File: src/rtl/mat_stream_loader.sv
// mat_stream_loader: streams N_OPER operand bytes into a small scratch memory, pulses start
//   to the compute core, waits for done (with timeout), then streams N_OPER result bytes out.
// Latency: operand writes are combinational with the input handshake. Each result byte takes
//   one READ cycle plus at least one SEND cycle.
// Backpressure: in_ready drops once the last operand is accepted and stays low until the loader
//   is back in IDLE. out_valid/out_data hold stable while out_ready is low.
// Ports:
//   clk, reset (async, active-high)
//   in_valid/in_data/in_ready       operand byte stream in
//   mem_we/mem_addr/mem_wdata       scratch memory write/read port
//   mem_rdata                       read data, sampled one cycle after mem_addr is presented
//   start/done                      compute core handshake
//   out_valid/out_data/out_ready    result byte stream out
//   busy, timeout_err               status; timeout_err is sticky until the next load begins
module mat_stream_loader #(
  parameter int DATA_W   = 8,
  parameter int ADDR_W   = 4,
  parameter int N_OPER   = 8,
  parameter int RES_BASE = 8,
  parameter int TIMEOUT  = 64
) (
  input  logic              clk,
  input  logic              reset,
  input  logic              in_valid,
  input  logic [DATA_W-1:0] in_data,
  output logic              in_ready,
  output logic              mem_we,
  output logic [ADDR_W-1:0] mem_addr,
  output logic [DATA_W-1:0] mem_wdata,
  input  logic [DATA_W-1:0] mem_rdata,
  output logic              start,
  input  logic              done,
  output logic              out_valid,
  output logic [DATA_W-1:0] out_data,
  input  logic              out_ready,
  output logic              busy,
  output logic              timeout_err
);

  localparam int CNT_W  = (N_OPER > 1) ? $clog2(N_OPER) : 1;
  localparam int WAIT_W = (TIMEOUT > 1) ? $clog2(TIMEOUT) : 1;

  typedef enum logic [2:0] {
    S_IDLE  = 3'd0,
    S_LOAD  = 3'd1,
    S_START = 3'd2,
    S_WAIT  = 3'd3,
    S_READ  = 3'd4,
    S_SEND  = 3'd5
  } state_t;

  state_t state, state_nxt;

  logic [CNT_W-1:0]  load_cnt;
  logic [CNT_W-1:0]  rd_cnt;
  logic [WAIT_W-1:0] wait_cnt;

  logic load_phase;
  logic in_hs;
  logic out_hs;
  logic load_last;
  logic rd_last;
  logic wait_last;

  // The input side is only open while loading and never while reset is held, so no operand
  // write can slip through during reset.
  assign load_phase = ((state == S_IDLE) || (state == S_LOAD)) && !reset;
  assign in_hs      = in_valid && load_phase;
  assign out_hs     = out_ready && (state == S_SEND);
  assign load_last  = (load_cnt == CNT_W'(N_OPER - 1));
  assign rd_last    = (rd_cnt == CNT_W'(N_OPER - 1));
  assign wait_last  = (wait_cnt == WAIT_W'(TIMEOUT - 1));

  // State register
  always_ff @(posedge clk or posedge reset) begin
    if (reset) begin
      state <= S_IDLE;
    end else begin
      state <= state_nxt;
    end
  end

  // Next-state logic
  always_comb begin
    state_nxt = state;
    case (state)
      S_IDLE, S_LOAD: begin
        if (in_hs) begin
          state_nxt = load_last ? S_START : S_LOAD;
        end
      end
      S_START: state_nxt = S_WAIT;
      S_WAIT: begin
        if (done) begin
          state_nxt = S_READ;
        end else if (wait_last) begin
          state_nxt = S_IDLE;
        end
      end
      S_READ: state_nxt = S_SEND;
      S_SEND: begin
        if (out_hs) begin
          state_nxt = rd_last ? S_IDLE : S_READ;
        end
      end
      default: state_nxt = S_IDLE;
    endcase
  end

  // Counters, result capture and sticky error
  always_ff @(posedge clk or posedge reset) begin
    if (reset) begin
      load_cnt    <= '0;
      rd_cnt      <= '0;
      wait_cnt    <= '0;
      out_data    <= '0;
      timeout_err <= 1'b0;
    end else begin
      case (state)
        S_IDLE, S_LOAD: begin
          if (in_hs) begin
            load_cnt <= load_cnt + CNT_W'(1);
            if (state == S_IDLE) begin
              timeout_err <= 1'b0;
            end
          end
        end
        S_START: wait_cnt <= '0;
        S_WAIT: begin
          if (done) begin
            rd_cnt <= '0;
          end else if (wait_last) begin
            timeout_err <= 1'b1;
            load_cnt    <= '0;
          end else begin
            wait_cnt <= wait_cnt + WAIT_W'(1);
          end
        end
        // Address was presented during READ; the memory answers by the end of this cycle.
        S_READ: out_data <= mem_rdata;
        S_SEND: begin
          if (out_hs) begin
            rd_cnt <= rd_cnt + CNT_W'(1);
            if (rd_last) begin
              load_cnt <= '0;
            end
          end
        end
        default: ;
      endcase
    end
  end

  // Output decode
  always_comb begin
    in_ready  = 1'b0;
    mem_we    = 1'b0;
    mem_addr  = '0;
    mem_wdata = '0;
    start     = 1'b0;
    out_valid = 1'b0;
    busy      = (state != S_IDLE);
    case (state)
      S_IDLE, S_LOAD: begin
        in_ready = load_phase;
        mem_we   = in_hs;
        mem_addr = ADDR_W'(load_cnt);
        if (in_hs) begin
          mem_wdata = in_data;
        end
      end
      S_START: start = 1'b1;
      // Result address wraps within the memory if RES_BASE + N_OPER exceeds it.
      S_READ:  mem_addr = ADDR_W'(RES_BASE) + ADDR_W'(rd_cnt);
      S_SEND:  out_valid = 1'b1;
      default: ;
    endcase
  end

endmodule
File: config.mk
export PLATFORM = sky130hd
export DESIGN_NAME = mat_stream_loader
export DESIGN_NICKNAME = d
export VERILOG_FILES = /design/src/rtl/mat_stream_loader.sv
export SDC_FILE = /design/constraint.sdc
export NUM_CORES = 1
export LEC_CHECK = 0
export CAP_MARGIN = 0
export CORE_MARGIN = 10
export CORE_UTILIZATION = 40
export DETAILED_ROUTE_END_ITERATION = 10
export HOLD_SLACK_MARGIN = 0.12
export PLACE_DENSITY_LB_ADDON = 0.2
export SYNTH_ARGS = -nofsm -noshare
export SYNTH_HDL_FRONTEND = slang
export SYNTH_SLANG_ARGS = --single-unit
File: constraint.sdc
create_clock -name clk -period 1.6 [get_ports clk]
set_clock_uncertainty 0.2 [all_clocks]
set_input_delay 0.16 -clock clk [delete_from_list [all_inputs] [get_ports clk]]
set_output_delay 0.16 -clock clk [all_outputs]
set_load 0.005 [all_outputs]
; ---- Word-level counts from Yosys, hierarchy flattened
; Cells that the tools add are included.
[classes]
add_sub_neg = 4
eq_ne = 17
reduce_logical = 17
n_mux = 30
[ops]
columns = cell, count
row1 = 2-to-1 mux 3 bit, 11
row2 = 2-to-1 mux 8 bit, 2
row3 = != test 2 bit (second input constant), 8
row4 = one-hot mux 3 bit (5 select lines), 1
row5 = == test 3 bit (second input constant), 4
row6 = 2-to-1 mux 6 bit, 2
row7 = one-hot mux 6 bit (2 select lines), 1
row8 = one-hot mux 3 bit (3 select lines), 1
row9 = AND reduction 3 bit, 3
row10 = 2-to-1 mux 1 bit, 8
row11 = one-hot mux 4 bit (2 select lines), 1
row12 = adder 3 x 1 -> 3 bit (second input constant), 2
row13 = adder 6 x 1 -> 6 bit (second input constant), 1
row14 = == test 3 x 2 -> 1 bit (second input constant), 2
row15 = == test 6 bit (second input constant), 1
row16 = one-hot mux 3 bit (2 select lines), 1
row17 = AND reduction 6 bit, 1
row18 = nonzero test 2 bit, 3
row19 = nonzero test 3 bit, 2
row20 = AND reduction 5 bit, 1
row21 = adder 4 x 3 -> 4 bit (first input constant), 1
row22 = == test 3 x 1 -> 1 bit (second input constant), 1
row23 = logical AND 1 bit, 3
row24 = zero test 3 bit, 1
row25 = other kinds (6), 6
[word_totals]
elab_cells = 74
register_bits = 24

; ---- Logic depth before layout (Yosys ltp)
[logic_depth]
word_depth = 6
ltp_mapped = 6

; ---- Worst setup path after synthesis
; OpenSTA, ideal clock, no wires.
[synth_timing]
path_kind = reg-to-reg
start = register wait_cnt[0]
end = register load_cnt[0]
required_ns = 1.275
slack_ns = -0.133
stages_incl_launch_ff = 6
setup_ns = 0.125
path_buffers = 0
arrival_time_ns = 1.408
cell_sequence = dfrtp_1 > ha_1 > and4_4 > nand2_1 > a31oi_4 > mux2_4
[synth_via]
elab_chain_cells = 3
[synth_rtl]
columns = element, line_no
row1 = "start, declared", 56  ; logic [WAIT_W-1:0] wait_cnt;
row2 = "start signal, assigned", 136  ; wait_cnt <= wait_cnt + WAIT_W'(1);
row3 = == test 6 bit, 72  ; assign wait_last = (wait_cnt == WAIT_W'(TIMEOUT - 1));
row4 = != test 2 bit (no line), n/a
row5 = AND reduction 6 bit (no line), n/a
row6 = "end signal, assigned", 122  ; load_cnt <= load_cnt + CNT_W'(1);
row7 = "end, declared", 54  ; logic [CNT_W-1:0] load_cnt;
; No other way between the ends.
; A chain may end at the register's enable or synchronous reset.

; ---- Final worst setup path
[layout_timing]
start = register state[2]
end = register load_cnt[0]
[layout_via]
elab_chain_cells = 6
[layout_rtl]
columns = element, line_no
row1 = "start, declared", 52  ; state_t state, state_nxt;
row2 = "start signal, assigned", 79  ; state <= state_nxt;
row3 = == test 3 x 1 -> 1 bit / zero test 3 bit (equally long branches), "67, 119"
row4 = logical OR 1 bit, 67  ; assign load_phase = ((state == S_IDLE) || (state == S_LOAD)) && !reset;
row5 = logical AND 1 bit, 67
row6 = logical AND 1 bit, 68  ; assign in_hs = in_valid && load_phase;
row7 = != test 2 bit (no line), n/a
row8 = AND reduction 6 bit (no line), n/a
; Parallel ways exist; a longest one is shown, timed or not.

==> results.cfg <==
[setup_path]
cp.depth = 7
r2r_end = load_cnt[0]
worst_r2r_startpoint = state[2]
crit_slowest_cell = dfrtp_2
start_kind = register
critical-path-top-delay-family = flip-flops
r2r_slack_ns = -0.36
critPathRequiredTime_ns = 1.62
cp.arrival_ns = 1.98
critPathKind = reg2reg
startpoint = state[2]
cp_cell_sequence = buf_6 > buf_6 > buf_6 > and2b_2 > buf_6 > a31oi_4 > mux2_4
crit_buf_inv = 4
slowest_delay_ns = 0.44
worstSetupEndpoint = load_cnt[0]
rr_worst_depth = 7
cp_common_cell = buf_6
endpoint_kind = register
critPathMaxFanout = 4

[sta]
relSlewSlack_pct = 81.8
drv_slew = 0
tightest_slew_ns = 0.270
period_share_pct = 122
setup-violations-final = 40
rsz0062_at_grt = true
hold_viol_final = 0
period_needed_ns = 1.96
tns_ns = -7.22
setup_ws_ns = -0.358
max_freq_mhz = 511

[floorplanning]
die-area_um2 = 6170
rows = 21
die_x_um = 78.6
start_util_pct = 41.1
core-area_um2 = 3340
io_pins = 47
die_h_um = 78.6

[route]
post-route-drc-count = 0
drt-wirelength-per-cell_um = 19.1
ant_nets = 0
vias = 1516
drt-initial-drc-count = 88
dr.pass1.iters = 4
vias_per_cell = 5.36
drt_wl_total_um = 5420

[finish]
drive_gt1_share_pct = 59.1
multiInputGateArea_um2 = 1020
final-seq-area_um2 = 603
fin_cells = 283
diodes = 0
finalNetCount = 264
final_core_util_pct = 80.8
design_area_um2 = 2700
areaGrowthSynthToFinish_pct = 96.4
n_fill_cell = 197

[synthesis]
synth-edff-count = 0
synth_cells = 134
ys_seq_area_share_pct = 43.8
syn_area_um2 = 1370
yosys_register_bits = 24
synth_area_per_cell_um2 = 10.2
ys.flop_type = dfrtp_1
yosysUniqueCellTypes = 40
synthArstFlopShare_pct = 100
synth_fp_nets = 160
yosysWarningCount = 0

[placement]
placedCellCount = 252
dp_hpwl_um = 3190
place_area_um2 = 2140
port_buffers = 46
gp_congestion = 0.824

[power_and_ir_drop]
swShare_pct = 36.0
pwr_density_cell_nw_per_um2 = 1420
power_frac_seq_pct = 26.7
ir_drop_mv = 0.823
pwr-share-clk_pct = 8.6
power.internal_uw = 2460
power.switching_uw = 1380
total_leakage_power_uw = 0.00132
power_frac_comb_pct = 64.7

[flow_run]
cap_violations = 0

[global_route]
grt_max_degree = 22
track_usage_pct = 15.4
grt_overflow = 0
grt_pass1_wl_um = 7780
grt_pass1_vias = 1639
antenna_found_initial = 0

[clock_tree]
clock_path_buffers = 2
numCtsBuffers = 3
cts_tree = yes
numClockSinks = 24
cts.clk_slew.worst_paths_ns = 0.14
clock_latency_ns = 0.32
clock-root-buffer = clkbuf_4
cts_htree_levels = 1

[hold_path]
hp-class = in2reg

[status]
status = complete, but fails checks
violations = negative setup slack
-- kinds of logic (layout without fill, tap and decap cells) --
| family | count (synthesis) | after routing | synth area share, % |
|---|---|---|---|
| buf+inv | 11 | 114 | 3.83 |
| compound gates | 26 | 26 | 13.4 |
| fa+ha+maj | 5 | 5 | 4.56 |
| simple gates | 56 | 56 | 24.5 |
| mux | 12 | 12 | 9.94 |
| flops | 24 | 24 | 43.8 |
-- how the worst min path moves through the flow --
stage	from	cells after the start	to	slack, ns
after global placement	out_data[3]	1	out_data[3]	0.29
after detailed placement	out_data[7]	1	out_data[7]	0.30
final	mem_rdata[7]	2	out_data[7]	0.24
after CTS	mem_rdata[7]	2	out_data[7]	0.25
after global routing	mem_rdata[7]	2	out_data[7]	0.25
after floorplan	reset	1	load_cnt[0]	-0.03
-- Yosys cell counts, types with 2 or more instances --
cell type  number  area (um2)
nor2b_1         5        31.3
mux2i_1         2        20.0
inv_1           6        22.5
nor2_1          7        26.3
o21ai_0         6        30.0
a31oi_1         4        25.0
nand2_1        11        41.3
a21oi_1         6        30.0
clkbuf_1        3        11.3
mux2_2          9         101
nor3_1          2        10.0
nand3_1         8        40.0
nand2b_1        4        25.0
dfrtp_1        24         601
and2_1          8        50.1
ha_1            5        62.6
-- registers in the layout (all words and copies together) (netlist names) --
name and cells:
load_cnt 3, out_data 8, rd_cnt 3, state 3, timeout_err 1, wait_cnt 6
-- layout by cell type (no fill, tap or decap), types with 2 or more instances in the layout --
| cell type | count |
|---|---|
| buf_4 | 39 |
| buf_6 | 22 |
| clkdlybuf4s50_1 | 22 |
| dfrtp_1 | 22 |
| mux2_4 | 10 |
| buf_2 | 10 |
| nand2_1 | 8 |
| dlymetal6s2s_1 | 7 |
| inv_1 | 6 |
| and2_4 | 6 |
| nor2_1 | 5 |
| nand3_2 | 4 |
| a31oi_1 | 4 |
| nand2b_4 | 3 |
| a21oi_1 | 3 |
| nor2b_4 | 3 |
| o21ai_2 | 3 |
| a21oi_2 | 3 |
| clkbuf_4 | 3 |
| nand3_1 | 2 |
| nand3_4 | 2 |
| nand2_2 | 2 |
| nor4b_4 | 2 |
| mux2i_1 | 2 |
| nor2_4 | 2 |
| and2_1 | 2 |
| ha_2 | 2 |
| ha_4 | 2 |
| dfrtp_2 | 2 |
-- cell type report --
type / instances / share of cell area (%)
tap: 46 / 2.13
sequential: 24 / 22.4
inverter: 6 / 0.835
timing repair buffer: 104 / 35.3
multi-input combinational: 99 / 38.0
clock buffer: 4 / 1.35
-- worst reg2reg max path, delay by kind of cell (launching register included) --
kind,cells,cell delay (ns)
DFF,1,0.44
buffers and inverters,4,0.44
muxes,1,0.32
and+or+nand+nor,1,0.26
AOI/OAI and AO/OA,1,0.21
-- power by group through the flow --
stage	logic [uW]	clock network (uW)	registers (uW)
after floorplan	762	0	981
after global placement	1580	0	983
after detailed placement	1640	0	1000
after CTS	2050	335	1020
after global routing	2660	356	1050
final	2490	329	1020
-- what timing repair did --
action | 4_1_cts | 5_1_grt
endpoints found under the setup margin | 40 | 48
buffers inserted | 16 | 12
hold endpoints to repair | 3 | 0
hold buffers | 1 | 0
cloned | 3 | 0
pin swaps | 20 | 15
gates resized for setup | 122 | 49
-- routing by layer --
layer / routed length (um) / vias to the layer above / part of all wire [%] / track usage (%)
met1: 2010 / 750 / 37 / 15.9
li1: - / 682 / - / -
met5: 0 / - / 0 / 0
met4: 114 / 0 / 2.1 / 3.94
met3: 492 / 11 / 9.1 / 5.69
met2: 2800 / 73 / 52 / 28.5
-- metrics by stage --
step / setup WS [ns] / hold slack, ns / total power (uW)
finish: -0.358 / 0.241 / 3840
global route: -0.419 / 0.250 / 4060
CTS: -0.297 / 0.247 / 3410
detailed placement: -0.417 / 0.303 / 2650
global placement: -0.385 / 0.291 / 2560
floorplan: -0.0712 / -0.0254 / 1740
Note: power is estimated with default switching activity, not from simulation.
